## config.mk

```make
export PLATFORM = sky130hd
export DESIGN_NAME = attn_qkv_loader_flat
export DESIGN_NICKNAME = d
export VERILOG_FILES = /design/src/rtl/attn_qkv_loader_if.sv /design/src/rtl/attn_qkv_loader.sv /design/src/flat_wrapper.sv
export SDC_FILE = /design/constraint.sdc
export NUM_CORES = 1
export LEC_CHECK = 0
export BUFFER_PORTS_ARGS = -buffer_cell sky130_fd_sc_hd__buf_2
export CORE_MARGIN = 5
export CORE_UTILIZATION = 35
export DETAILED_ROUTE_END_ITERATION = 16
export HOLD_SLACK_MARGIN = 0.15
export PLACE_DENSITY = 0.51
export SLEW_MARGIN = 40
export SYNTH_ARGS = -nofsm -noshare
export SYNTH_HDL_FRONTEND = slang
export SYNTH_SLANG_ARGS = --single-unit
```

## constraint.sdc

```tcl
create_clock -name clk -period 16 [get_ports clk]
set_input_delay 4 -clock clk [delete_from_list [all_inputs] [get_ports clk]]
set_output_delay 4 -clock clk [all_outputs]
set_load 0.005 [all_outputs]
```

## src/rtl/attn_qkv_loader_if.sv

```systemverilog
// Bus bundle between attn_qkv_loader, its read-only memory port and the q/k/v channels of nvdla_attention.
// master = loader side, slave = memory/consumer side.
interface attn_qkv_loader_if #(
  parameter int DATA_W = 128,
  parameter int ADDR_W = 32
);
  logic              rd_req_valid;
  logic [ADDR_W-1:0] rd_req_addr;
  logic              rd_req_ready;
  logic              rd_rsp_valid;
  logic [DATA_W-1:0] rd_rsp_data;

  logic              q_valid;
  logic [31:0]       q_addr;
  logic [DATA_W-1:0] q_data;
  logic              q_ready;

  logic              k_valid;
  logic [31:0]       k_addr;
  logic [DATA_W-1:0] k_data;
  logic              k_ready;

  logic              v_valid;
  logic [31:0]       v_addr;
  logic [DATA_W-1:0] v_data;
  logic              v_ready;

  modport master (
    output rd_req_valid, rd_req_addr,
    input  rd_req_ready, rd_rsp_valid, rd_rsp_data,
    output q_valid, q_addr, q_data, input q_ready,
    output k_valid, k_addr, k_data, input k_ready,
    output v_valid, v_addr, v_data, input v_ready
  );

  modport slave (
    input  rd_req_valid, rd_req_addr,
    output rd_req_ready, rd_rsp_valid, rd_rsp_data,
    input  q_valid, q_addr, q_data, output q_ready,
    input  k_valid, k_addr, k_data, output k_ready,
    input  v_valid, v_addr, v_data, output v_ready
  );
endinterface

```

## src/rtl/attn_qkv_loader.sv

```systemverilog
// Fetches Q, K, V rows from memory and streams them, in order, onto the q/k/v channels of nvdla_attention.
// Optional ATTN_LOADER_ZERO_PAD_EN: zero the lanes at or beyond head_dim in every streamed beat.
module attn_qkv_loader #(
  parameter int DATA_W     = 128,
  parameter int ELEM_W     = 16,
  parameter int ADDR_W     = 32,
  parameter int FIFO_DEPTH = 4
) (
  input  logic                clk,
  input  logic                rst,
  input  logic                start,
  input  logic [31:0]         seq_length,
  input  logic [31:0]         head_dim,
  input  logic [31:0]         q_base,
  input  logic [31:0]         k_base,
  input  logic [31:0]         v_base,
  attn_qkv_loader_if.master   bus,
  output logic                busy,
  output logic                done,
  output logic                error
);

  localparam int LANES      = DATA_W / ELEM_W;
  localparam int PTR_W      = $clog2(FIFO_DEPTH);
  localparam int CNT_W      = PTR_W + 1;
  localparam int BEAT_BYTES = DATA_W / 8;

  typedef enum logic [2:0] {S_IDLE, S_REQ_Q, S_REQ_K, S_REQ_V, S_DRAIN, S_DONE} state_t;
  typedef enum logic [1:0] {TAG_Q, TAG_K, TAG_V} tag_t;

  typedef struct packed {
    tag_t        tag;
    logic [31:0] addr;
  } tag_entry_t;

  typedef struct packed {
    tag_t              tag;
    logic [31:0]       addr;
    logic [DATA_W-1:0] data;
  } fifo_entry_t;

  state_t state_q, state_d;

  logic [31:0]       seq_q, hd_q, k_base_q, v_base_q;
  logic [31:0]       row_q, elem_addr_q;
  logic [ADDR_W-1:0] req_addr_q;
  logic [CNT_W-1:0]  outstanding_q;
  logic              busy_q, done_q, error_q;

  tag_entry_t        tq_mem [FIFO_DEPTH];
  logic [PTR_W-1:0]  tq_wr_ptr, tq_rd_ptr;

  fifo_entry_t       fifo_mem [FIFO_DEPTH];
  logic [PTR_W-1:0]  f_wr_ptr, f_rd_ptr;
  logic [CNT_W-1:0]  f_count_q;

  logic              cfg_ok, start_acc, in_req, credit_ok, last_row;
  logic              req_fire, rsp_fire, head_valid, head_ready, pop;
  logic [CNT_W:0]    in_use;
  tag_t              cur_tag;
  fifo_entry_t       head, f_wdata;
  tag_entry_t        tq_wdata;
  logic [DATA_W-1:0] beat_d;

  assign cfg_ok    = (seq_length != 32'd0) && (head_dim != 32'd0) && (head_dim <= 32'(LANES));
  assign start_acc = start && (state_q == S_IDLE) && !busy_q;
  assign in_req    = (state_q == S_REQ_Q) || (state_q == S_REQ_K) || (state_q == S_REQ_V);

  // Slots in use = reads in flight plus beats waiting; a request needs a guaranteed FIFO slot.
  assign in_use    = {1'b0, outstanding_q} + {1'b0, f_count_q};
  assign credit_ok = in_use < (CNT_W + 1)'(FIFO_DEPTH);
  assign last_row  = (row_q == seq_q - 32'd1);

  assign bus.rd_req_valid = in_req && credit_ok;
  assign bus.rd_req_addr  = req_addr_q;
  assign req_fire         = bus.rd_req_valid && bus.rd_req_ready;
  assign rsp_fire         = bus.rd_rsp_valid;

  assign head       = fifo_mem[f_rd_ptr];
  assign head_valid = (f_count_q != '0);
  assign pop        = head_valid && head_ready;

  // NOTE: every signal written in an always_comb gets a default first, so no path can infer a latch.
  always_comb begin
    cur_tag    = TAG_Q;
    head_ready = 1'b0;
    unique case (state_q)
      S_REQ_K: cur_tag = TAG_K;
      S_REQ_V: cur_tag = TAG_V;
      default: cur_tag = TAG_Q;
    endcase
    unique case (head.tag)
      TAG_Q:   head_ready = bus.q_ready;
      TAG_K:   head_ready = bus.k_ready;
      TAG_V:   head_ready = bus.v_ready;
      default: head_ready = 1'b0;
    endcase
  end

  // Channel outputs come straight from the FIFO head register; idle channels drive zeros.
  always_comb begin
    bus.q_valid = head_valid && (head.tag == TAG_Q);
    bus.k_valid = head_valid && (head.tag == TAG_K);
    bus.v_valid = head_valid && (head.tag == TAG_V);
    bus.q_addr  = bus.q_valid ? head.addr : 32'd0;
    bus.k_addr  = bus.k_valid ? head.addr : 32'd0;
    bus.v_addr  = bus.v_valid ? head.addr : 32'd0;
    bus.q_data  = bus.q_valid ? head.data : '0;
    bus.k_data  = bus.k_valid ? head.data : '0;
    bus.v_data  = bus.v_valid ? head.data : '0;
  end

`ifdef ATTN_LOADER_ZERO_PAD_EN
  logic [LANES-1:0] lane_mask_q, lane_mask_d;

  always_comb begin
    lane_mask_d = '0;
    for (int l = 0; l < LANES; l++) lane_mask_d[l] = (32'(l) < head_dim);
  end

  always_ff @(posedge clk) begin
    if (rst)            lane_mask_q <= '0;
    else if (start_acc) lane_mask_q <= lane_mask_d;
  end

  always_comb begin
    beat_d = bus.rd_rsp_data;
    for (int l = 0; l < LANES; l++)
      if (!lane_mask_q[l]) beat_d[l*ELEM_W +: ELEM_W] = '0;
  end
`else
  assign beat_d = bus.rd_rsp_data;
`endif

  always_comb begin
    tq_wdata      = '0;
    tq_wdata.tag  = cur_tag;
    tq_wdata.addr = elem_addr_q;
    f_wdata       = '0;
    f_wdata.tag   = tq_mem[tq_rd_ptr].tag;
    f_wdata.addr  = tq_mem[tq_rd_ptr].addr;
    f_wdata.data  = beat_d;
  end

  always_comb begin
    state_d = state_q;
    unique case (state_q)
      S_IDLE:  if (start_acc) state_d = cfg_ok ? S_REQ_Q : S_DONE;
      S_REQ_Q: if (req_fire && last_row) state_d = S_REQ_K;
      S_REQ_K: if (req_fire && last_row) state_d = S_REQ_V;
      S_REQ_V: if (req_fire && last_row) state_d = S_DRAIN;
      S_DRAIN: if ((outstanding_q == '0) && (f_count_q == '0)) state_d = S_DONE;
      S_DONE:  state_d = S_IDLE;
      default: state_d = S_IDLE;
    endcase
  end

  // NOTE: clocked state uses non-blocking assignments so every register samples pre-edge values.
  always_ff @(posedge clk) begin
    if (rst) state_q <= S_IDLE;
    else     state_q <= state_d;
  end

  always_ff @(posedge clk) begin
    if (rst) begin
      seq_q         <= '0;
      hd_q          <= '0;
      k_base_q      <= '0;
      v_base_q      <= '0;
      row_q         <= '0;
      elem_addr_q   <= '0;
      req_addr_q    <= '0;
      outstanding_q <= '0;
      tq_wr_ptr     <= '0;
      tq_rd_ptr     <= '0;
      f_wr_ptr      <= '0;
      f_rd_ptr      <= '0;
      f_count_q     <= '0;
      busy_q        <= 1'b0;
      done_q        <= 1'b0;
      error_q       <= 1'b0;
    end else begin
      done_q <= (state_q == S_DONE);

      if (start_acc) begin
        seq_q       <= seq_length;
        hd_q        <= head_dim;
        k_base_q    <= k_base;
        v_base_q    <= v_base;
        row_q       <= '0;
        elem_addr_q <= '0;
        req_addr_q  <= ADDR_W'(q_base);
        error_q     <= !cfg_ok;
        busy_q      <= 1'b1;
      end else if (done_q) begin
        busy_q <= 1'b0;
      end

      // Row walk: element address accumulates head_dim so no multiplier is needed.
      if (req_fire) begin
        tq_wr_ptr <= tq_wr_ptr + PTR_W'(1);
        if (last_row) begin
          row_q       <= '0;
          elem_addr_q <= '0;
          if (state_q == S_REQ_Q)      req_addr_q <= ADDR_W'(k_base_q);
          else if (state_q == S_REQ_K) req_addr_q <= ADDR_W'(v_base_q);
        end else begin
          row_q       <= row_q + 32'd1;
          elem_addr_q <= elem_addr_q + hd_q;
          req_addr_q  <= req_addr_q + ADDR_W'(BEAT_BYTES);
        end
      end

      if (rsp_fire) begin
        tq_rd_ptr <= tq_rd_ptr + PTR_W'(1);
        f_wr_ptr  <= f_wr_ptr + PTR_W'(1);
      end
      if (pop) f_rd_ptr <= f_rd_ptr + PTR_W'(1);

      unique case ({req_fire, rsp_fire})
        2'b10:   outstanding_q <= outstanding_q + CNT_W'(1);
        2'b01:   outstanding_q <= outstanding_q - CNT_W'(1);
        default: outstanding_q <= outstanding_q;
      endcase

      unique case ({rsp_fire, pop})
        2'b10:   f_count_q <= f_count_q + CNT_W'(1);
        2'b01:   f_count_q <= f_count_q - CNT_W'(1);
        default: f_count_q <= f_count_q;
      endcase
    end
  end

  // NOTE: storage arrays are not reset; cleared pointers and counts make stale entries unreachable.
  always_ff @(posedge clk) begin
    if (req_fire) tq_mem[tq_wr_ptr]  <= tq_wdata;
    if (rsp_fire) fifo_mem[f_wr_ptr] <= f_wdata;
  end

  assign busy  = busy_q;
  assign done  = done_q;
  assign error = error_q;

endmodule

```

## src/flat_wrapper.sv

```systemverilog
// flat-port wrapper written by rule: the top's interface ports become plain ports
module attn_qkv_loader_flat 
#(
  parameter int DATA_W     = 128,
  parameter int ELEM_W     = 16,
  parameter int ADDR_W     = 32,
  parameter int FIFO_DEPTH = 4
)
  (clk, rst, start, seq_length, head_dim, q_base, k_base, v_base, busy, done, error, bus_rd_req_valid, bus_rd_req_addr, bus_rd_req_ready, bus_rd_rsp_valid, bus_rd_rsp_data, bus_q_valid, bus_q_addr, bus_q_data, bus_q_ready, bus_k_valid, bus_k_addr, bus_k_data, bus_k_ready, bus_v_valid, bus_v_addr, bus_v_data, bus_v_ready);
  attn_qkv_loader_if #(.DATA_W(DATA_W), .ADDR_W(ADDR_W)) bus_i ();
  input  logic clk;
  input  logic rst;
  input  logic start;
  input  logic [31:0] seq_length;
  input  logic [31:0] head_dim;
  input  logic [31:0] q_base;
  input  logic [31:0] k_base;
  input  logic [31:0] v_base;
  output logic busy;
  output logic done;
  output logic error;
  output wire logic [$bits(bus_i.rd_req_valid)-1:0] bus_rd_req_valid;
  output wire logic [$bits(bus_i.rd_req_addr)-1:0] bus_rd_req_addr;
  input wire logic [$bits(bus_i.rd_req_ready)-1:0] bus_rd_req_ready;
  input wire logic [$bits(bus_i.rd_rsp_valid)-1:0] bus_rd_rsp_valid;
  input wire logic [$bits(bus_i.rd_rsp_data)-1:0] bus_rd_rsp_data;
  output wire logic [$bits(bus_i.q_valid)-1:0] bus_q_valid;
  output wire logic [$bits(bus_i.q_addr)-1:0] bus_q_addr;
  output wire logic [$bits(bus_i.q_data)-1:0] bus_q_data;
  input wire logic [$bits(bus_i.q_ready)-1:0] bus_q_ready;
  output wire logic [$bits(bus_i.k_valid)-1:0] bus_k_valid;
  output wire logic [$bits(bus_i.k_addr)-1:0] bus_k_addr;
  output wire logic [$bits(bus_i.k_data)-1:0] bus_k_data;
  input wire logic [$bits(bus_i.k_ready)-1:0] bus_k_ready;
  output wire logic [$bits(bus_i.v_valid)-1:0] bus_v_valid;
  output wire logic [$bits(bus_i.v_addr)-1:0] bus_v_addr;
  output wire logic [$bits(bus_i.v_data)-1:0] bus_v_data;
  input wire logic [$bits(bus_i.v_ready)-1:0] bus_v_ready;
  assign bus_rd_req_valid = bus_i.rd_req_valid;
  assign bus_rd_req_addr = bus_i.rd_req_addr;
  assign bus_i.rd_req_ready = bus_rd_req_ready;
  assign bus_i.rd_rsp_valid = bus_rd_rsp_valid;
  assign bus_i.rd_rsp_data = bus_rd_rsp_data;
  assign bus_q_valid = bus_i.q_valid;
  assign bus_q_addr = bus_i.q_addr;
  assign bus_q_data = bus_i.q_data;
  assign bus_i.q_ready = bus_q_ready;
  assign bus_k_valid = bus_i.k_valid;
  assign bus_k_addr = bus_i.k_addr;
  assign bus_k_data = bus_i.k_data;
  assign bus_i.k_ready = bus_k_ready;
  assign bus_v_valid = bus_i.v_valid;
  assign bus_v_addr = bus_i.v_addr;
  assign bus_v_data = bus_i.v_data;
  assign bus_i.v_ready = bus_v_ready;
  attn_qkv_loader #(.DATA_W(DATA_W), .ELEM_W(ELEM_W), .ADDR_W(ADDR_W), .FIFO_DEPTH(FIFO_DEPTH)) u_core (.clk(clk), .rst(rst), .start(start), .seq_length(seq_length), .head_dim(head_dim), .q_base(q_base), .k_base(k_base), .v_base(v_base), .bus(bus_i), .busy(busy), .done(done), .error(error));
endmodule
```

==> results by stage <==
Logic synthesis:
- The post-synthesis mux area share is between 10% and 20%.
- The synthesized netlist net count is around 3700.
- The netlist area before placement is about 0.045 sq mm.
- The synthesized-area fraction occupied by adder cells is about 1.4%.
- In this run, synthesis produced a sequential element count of a little over 1000.
- The proportion of synthesized chip area in sequential cells is between 60 and 70%.
- Averaged over all synthesized cells, the footprint is approximately 13 sq um.
- The xor/xnor cell area share of the yosys netlist is between 2 and 2.5%.
- The flip-flop cell with the highest count after synthesis is edfxtp_1.
- The number of distinct library cells after synthesis is 74.
- The number of enable flip-flop cells after synthesis is around 780.
- Yosys printed 0 warnings.
- The simple logic cell fraction of the synthesized area is 14.21%.
- Of all flip-flops after synthesis, the portion carrying an async set or reset was 0%.
- The complex-gate fraction of the synthesized area is between 6 and 7%.
- The largest family of logic cells by synthesized area is simple AND/OR/NAND/NOR gates.
- Synthesis handed over a netlist of about 3400 instances.

Floorplanning:
- The floorplan step defined a die boundary enclosing approximately 0.14 sq mm.
- The initial core utilization is 35.25%.
- Measured along the x axis, the die boundary spans 368.6 microns.
- The height of the die is roughly 370 microns.
- The placeable core region is about 0.13 sq mm.
- The number of rows in the core area is 131.
- During I/O placement, the number of pins put on the boundary was between 800 and 900.

Hold path:
- The path class of the tightest hold or removal check is reg2reg.
- Along the worst hold path, the cell count comes to 2.
- The startpoint identified for the worst hold timing path is u_core.k_base_q[25].
- The worst hold path terminates at u_core.k_base_q[25].

Clock tree:
- The CTS tree is done.
- The clock transition at the registers of the reported paths is approximately 0.06 ns.
- The clock sink count is 1032.
- The number of buffers created by CTS is 111.
- The clock root buffer is clkbuf_16.
- The clock reaches the later pin of the worst-skew pair after just over 0.7 ns.
- Gates resized during post-CTS repair numbered 0.
- The post-CTS repair timing setup buffer count is 0.
- The number of levels in the clock H-tree is 3.
- The number of buffers between clock root and the deepest sink is 3.
- For this design, the CTS-stage hold fixing added 0 buffers.

Global route:
- The met3 usage in global routing is 3.535%.
- The number of antenna violations at the first check in global routing was 31.
- The remaining global-route overflow is 0.
- For this run, global-route usage on met1 was measured as 23.33%.
- The global-route usage over all layers is a little under a fifth.
- The first global-routing pass estimated approximately 190 mm of wire.
- The via count of the first global-routing pass is between 20000 and 30000.
- The largest net degree at the start of global routing is 122.
- After global routing, the most crowded layer is met2.
- Global routing consumed, on the met2 layer, between 30% and 40% of the routing resources.

STA:
- The worst path uses 50.70% of the clock period.
- The number of setup violations in the final report is 0.
- The number of endpoints with negative hold slack in the final report is 0.
- After routing, the total negative slack on setup checks comes to 0 ns.
- Final hold analysis gives a worst-case slack of ~0.45 ns.
- Setup repair after global routing left no endpoint under its margin.
- Measured against its own limit, the worst slew margin works out to approximately 45%.
- The actual transition at the worst max-transition pin is approximately 0.8 ns.
- The number of pins exceeding their max-slew limit in the final report is 0.
- Across the routed clock network, the largest skew measured is between 0.04 and 0.05 ns.
- The clock period could shrink to 8.112 ns.
- Timing would allow up to around 0.12 GHz.

Setup path:
- The terminus of the critical flop-to-flop path is u_core.bus.rd_req_addr[1].
- The source of the worst register-to-register timing path is u_core.seq_q[22].
- Data on the critical path arrives at its endpoint at between 4 and 5 ns.
- In this run the worst path has a maximum fanout of 87.
- The internal reg-to-reg setup slack is roughly 11 ns.
- The data required time at the worst endpoint is between 10 and 15 ns.
- The startpoint class of the critical path is a flop.
- The worst setup path is of the reg2out kind.
- STA classifies the critical path endpoint as an output port.
- The worst register-to-register path has a depth of 11.

Cells and area:
- The final layout contains approximately 4500 nets.
- For this run, the share of the core covered by cells in the final layout is roughly 43%.
- The fraction of final layout cells with drive strength greater than 1 is a little under a third.
- In the layout the commonest cells are buf_2 (813), edfxtp_1 (784), and2_1 (488).
- Fill cells in the final layout number 11980.
- The area growth from synthesis to final layout is 21.83%.
- The leading cell type in the layout, fill and taps excluded is buf_2.

Status:
- The flow ran to the end, and the final reports show no timing, DRC or antenna violations.

Power and ir drop:
- In this run the power density over the cells is between 100 and 150 mW/mm^2.
- The highest ir drop seen on vdd is about 120 uV.
- The leakage power is approximately 0.021 uW.

Routing:
- The number of remaining DRC errors is 0.
- After the first detailed-routing iteration, the DRC count stood at roughly 1700.
- The detail route stage leaves a number of antenna-violating nets equal to 0.
- The number of optimization iterations in the first detailed-route pass is 5.
- The detailed-route wire length per cell is between 20 and 25 microns.
- For this block, the routed nets add up to 129.2 mm of wire.
- Across all layers, the routed design uses 29590 vias.
- Dividing the detail-routed via count by the number of cells gives approximately 5.0.

Place:
- The post-DP HPWL is around 90 mm.
- Routability-driven placement finished with a final weighted congestion of approximately 0.85.
- Input and output buffers added on the ports amount to 814.

Run:
- The max-cap violation count is 0.
[per-stage QoR]
step | cell area, sq um | std cells | setup WS [ns] | power (uW)
2_1_floorplan | 45010 | 3354 | 7.442 | 4652
3_3_place_gp | 50750 | 5664 | 7.769 | 5580
3_5_place_dp | 50950 | 5670 | 8.178 | 5615
4_1_cts | 54770 | 5878 | 7.426 | 8286
5_1_grt | 54820 | 5883 | 7.584 | 8584
6_report | 54840 | 5889 | 7.888 | 8153
[worst max-delay path by stage]
stage / startpoint / end / slack, ns / depth (start not counted)
2_1_floorplan: bus_rd_rsp_valid / u_core.fifo_mem[0][0] / 7.44 / 2
3_3_place_gp: flop / bus_k_data[51] / 7.77 / 7
3_5_place_dp: flop / bus_k_data[51] / 8.18 / 7
4_1_cts: flop / bus_k_data[51] / 7.43 / 7
5_1_grt: flop / bus_k_data[51] / 7.58 / 8
6_report: flop / bus_k_data[51] / 7.89 / 8
[power by group]
group | switching, uW | leakage [uW] | internal, uW
sequential | 138 | 0.00928 | 3110
combinational | 1310 | 0.00966 | 951
clock | 1080 | 0.00185 | 1560
[final cells by class]
class	instances	area (sq um)	share of cell area, %
clock buffer	138	2950	5.380
tap	1662	2079	3.792
inverter	23	87.58	0.1597
antenna	9	22.52	0.04107
timing repair buffer	860	4598	8.385
sequential	1032	28520	52.01
clock inverter	70	860.8	1.570
multi-input combinational	2095	15720	28.66
[per-layer routing]
layer	share of wire (%)	vias to the layer above
met2	50	814
met3	5.2	214
met4	2.5	14
met5	0.074	-
li1	-	13980
met1	42	14570
[cell families after synthesis]
family / Yosys count
xor gates and xnor gates: 105
muxes: 221
and+or+nand+nor: 1229
AOI/OAI and AO/OA: 491
DFF: 1032
buffers and inverters: 227
adders and majority gates: 49
[flip-flops by register name, indices dropped and copies added, names as in the netlist, 32 cells and up, named ones only]
| name | count |
|---|---|
| u_core.hd_q | 32 |
| u_core.seq_q | 32 |
| u_core.fifo_mem | 648 |
| u_core.elem_addr_q | 32 |
| u_core.v_base_q | 32 |
| u_core.tq_mem | 136 |
| u_core.bus.rd_req_addr | 32 |
| u_core.k_base_q | 32 |
| u_core.row_q | 32 |
[Yosys cell counts (all sizes together) (9+ instances only)]
| library cell | number | area share [%] |
|---|---|---|
| o21ai | 84 | 0.93 |
| nand2b | 9 | 0.13 |
| mux2i | 24 | 0.53 |
| nand3 | 38 | 0.42 |
| or3 | 16 | 0.23 |
| o31ai | 14 | 0.23 |
| ha | 46 | 1.3 |
| a21o | 10 | 0.17 |
| mux4 | 196 | 9.8 |
| a31oi | 13 | 0.18 |
| a211oi | 38 | 0.64 |
| nor2 | 128 | 1.1 |
| and2 | 493 | 6.9 |
| nand2 | 392 | 3.3 |
| inv | 21 | 0.18 |
| dfxtp | 248 | 11 |
| buf | 30 | 0.31 |
| a22o | 9 | 0.18 |
| a211o | 10 | 0.19 |
| nor3 | 27 | 0.31 |
| nor2b | 10 | 0.14 |
| and3 | 30 | 0.42 |
| nor4 | 28 | 0.39 |
| edfxtp | 784 | 52 |
| clkbuf | 174 | 1.5 |
| a22oi | 29 | 0.48 |
| nand4 | 15 | 0.21 |
| xor2 | 49 | 0.95 |
| a21oi | 220 | 2.4 |
| xnor2 | 56 | 1.1 |
[worst max-delay path, cell delays in order (launching register included)]
cell,delay [ns]
dfxtp_4,0.52
buf_4,0.70
mux4_2,0.48
nor3b_2,0.27
buf_4,0.40
buf_4,0.31
buf_12,0.26
and2_1,0.18
buf_2,0.19
No activity file was read; power rests on OpenSTA's default activity.
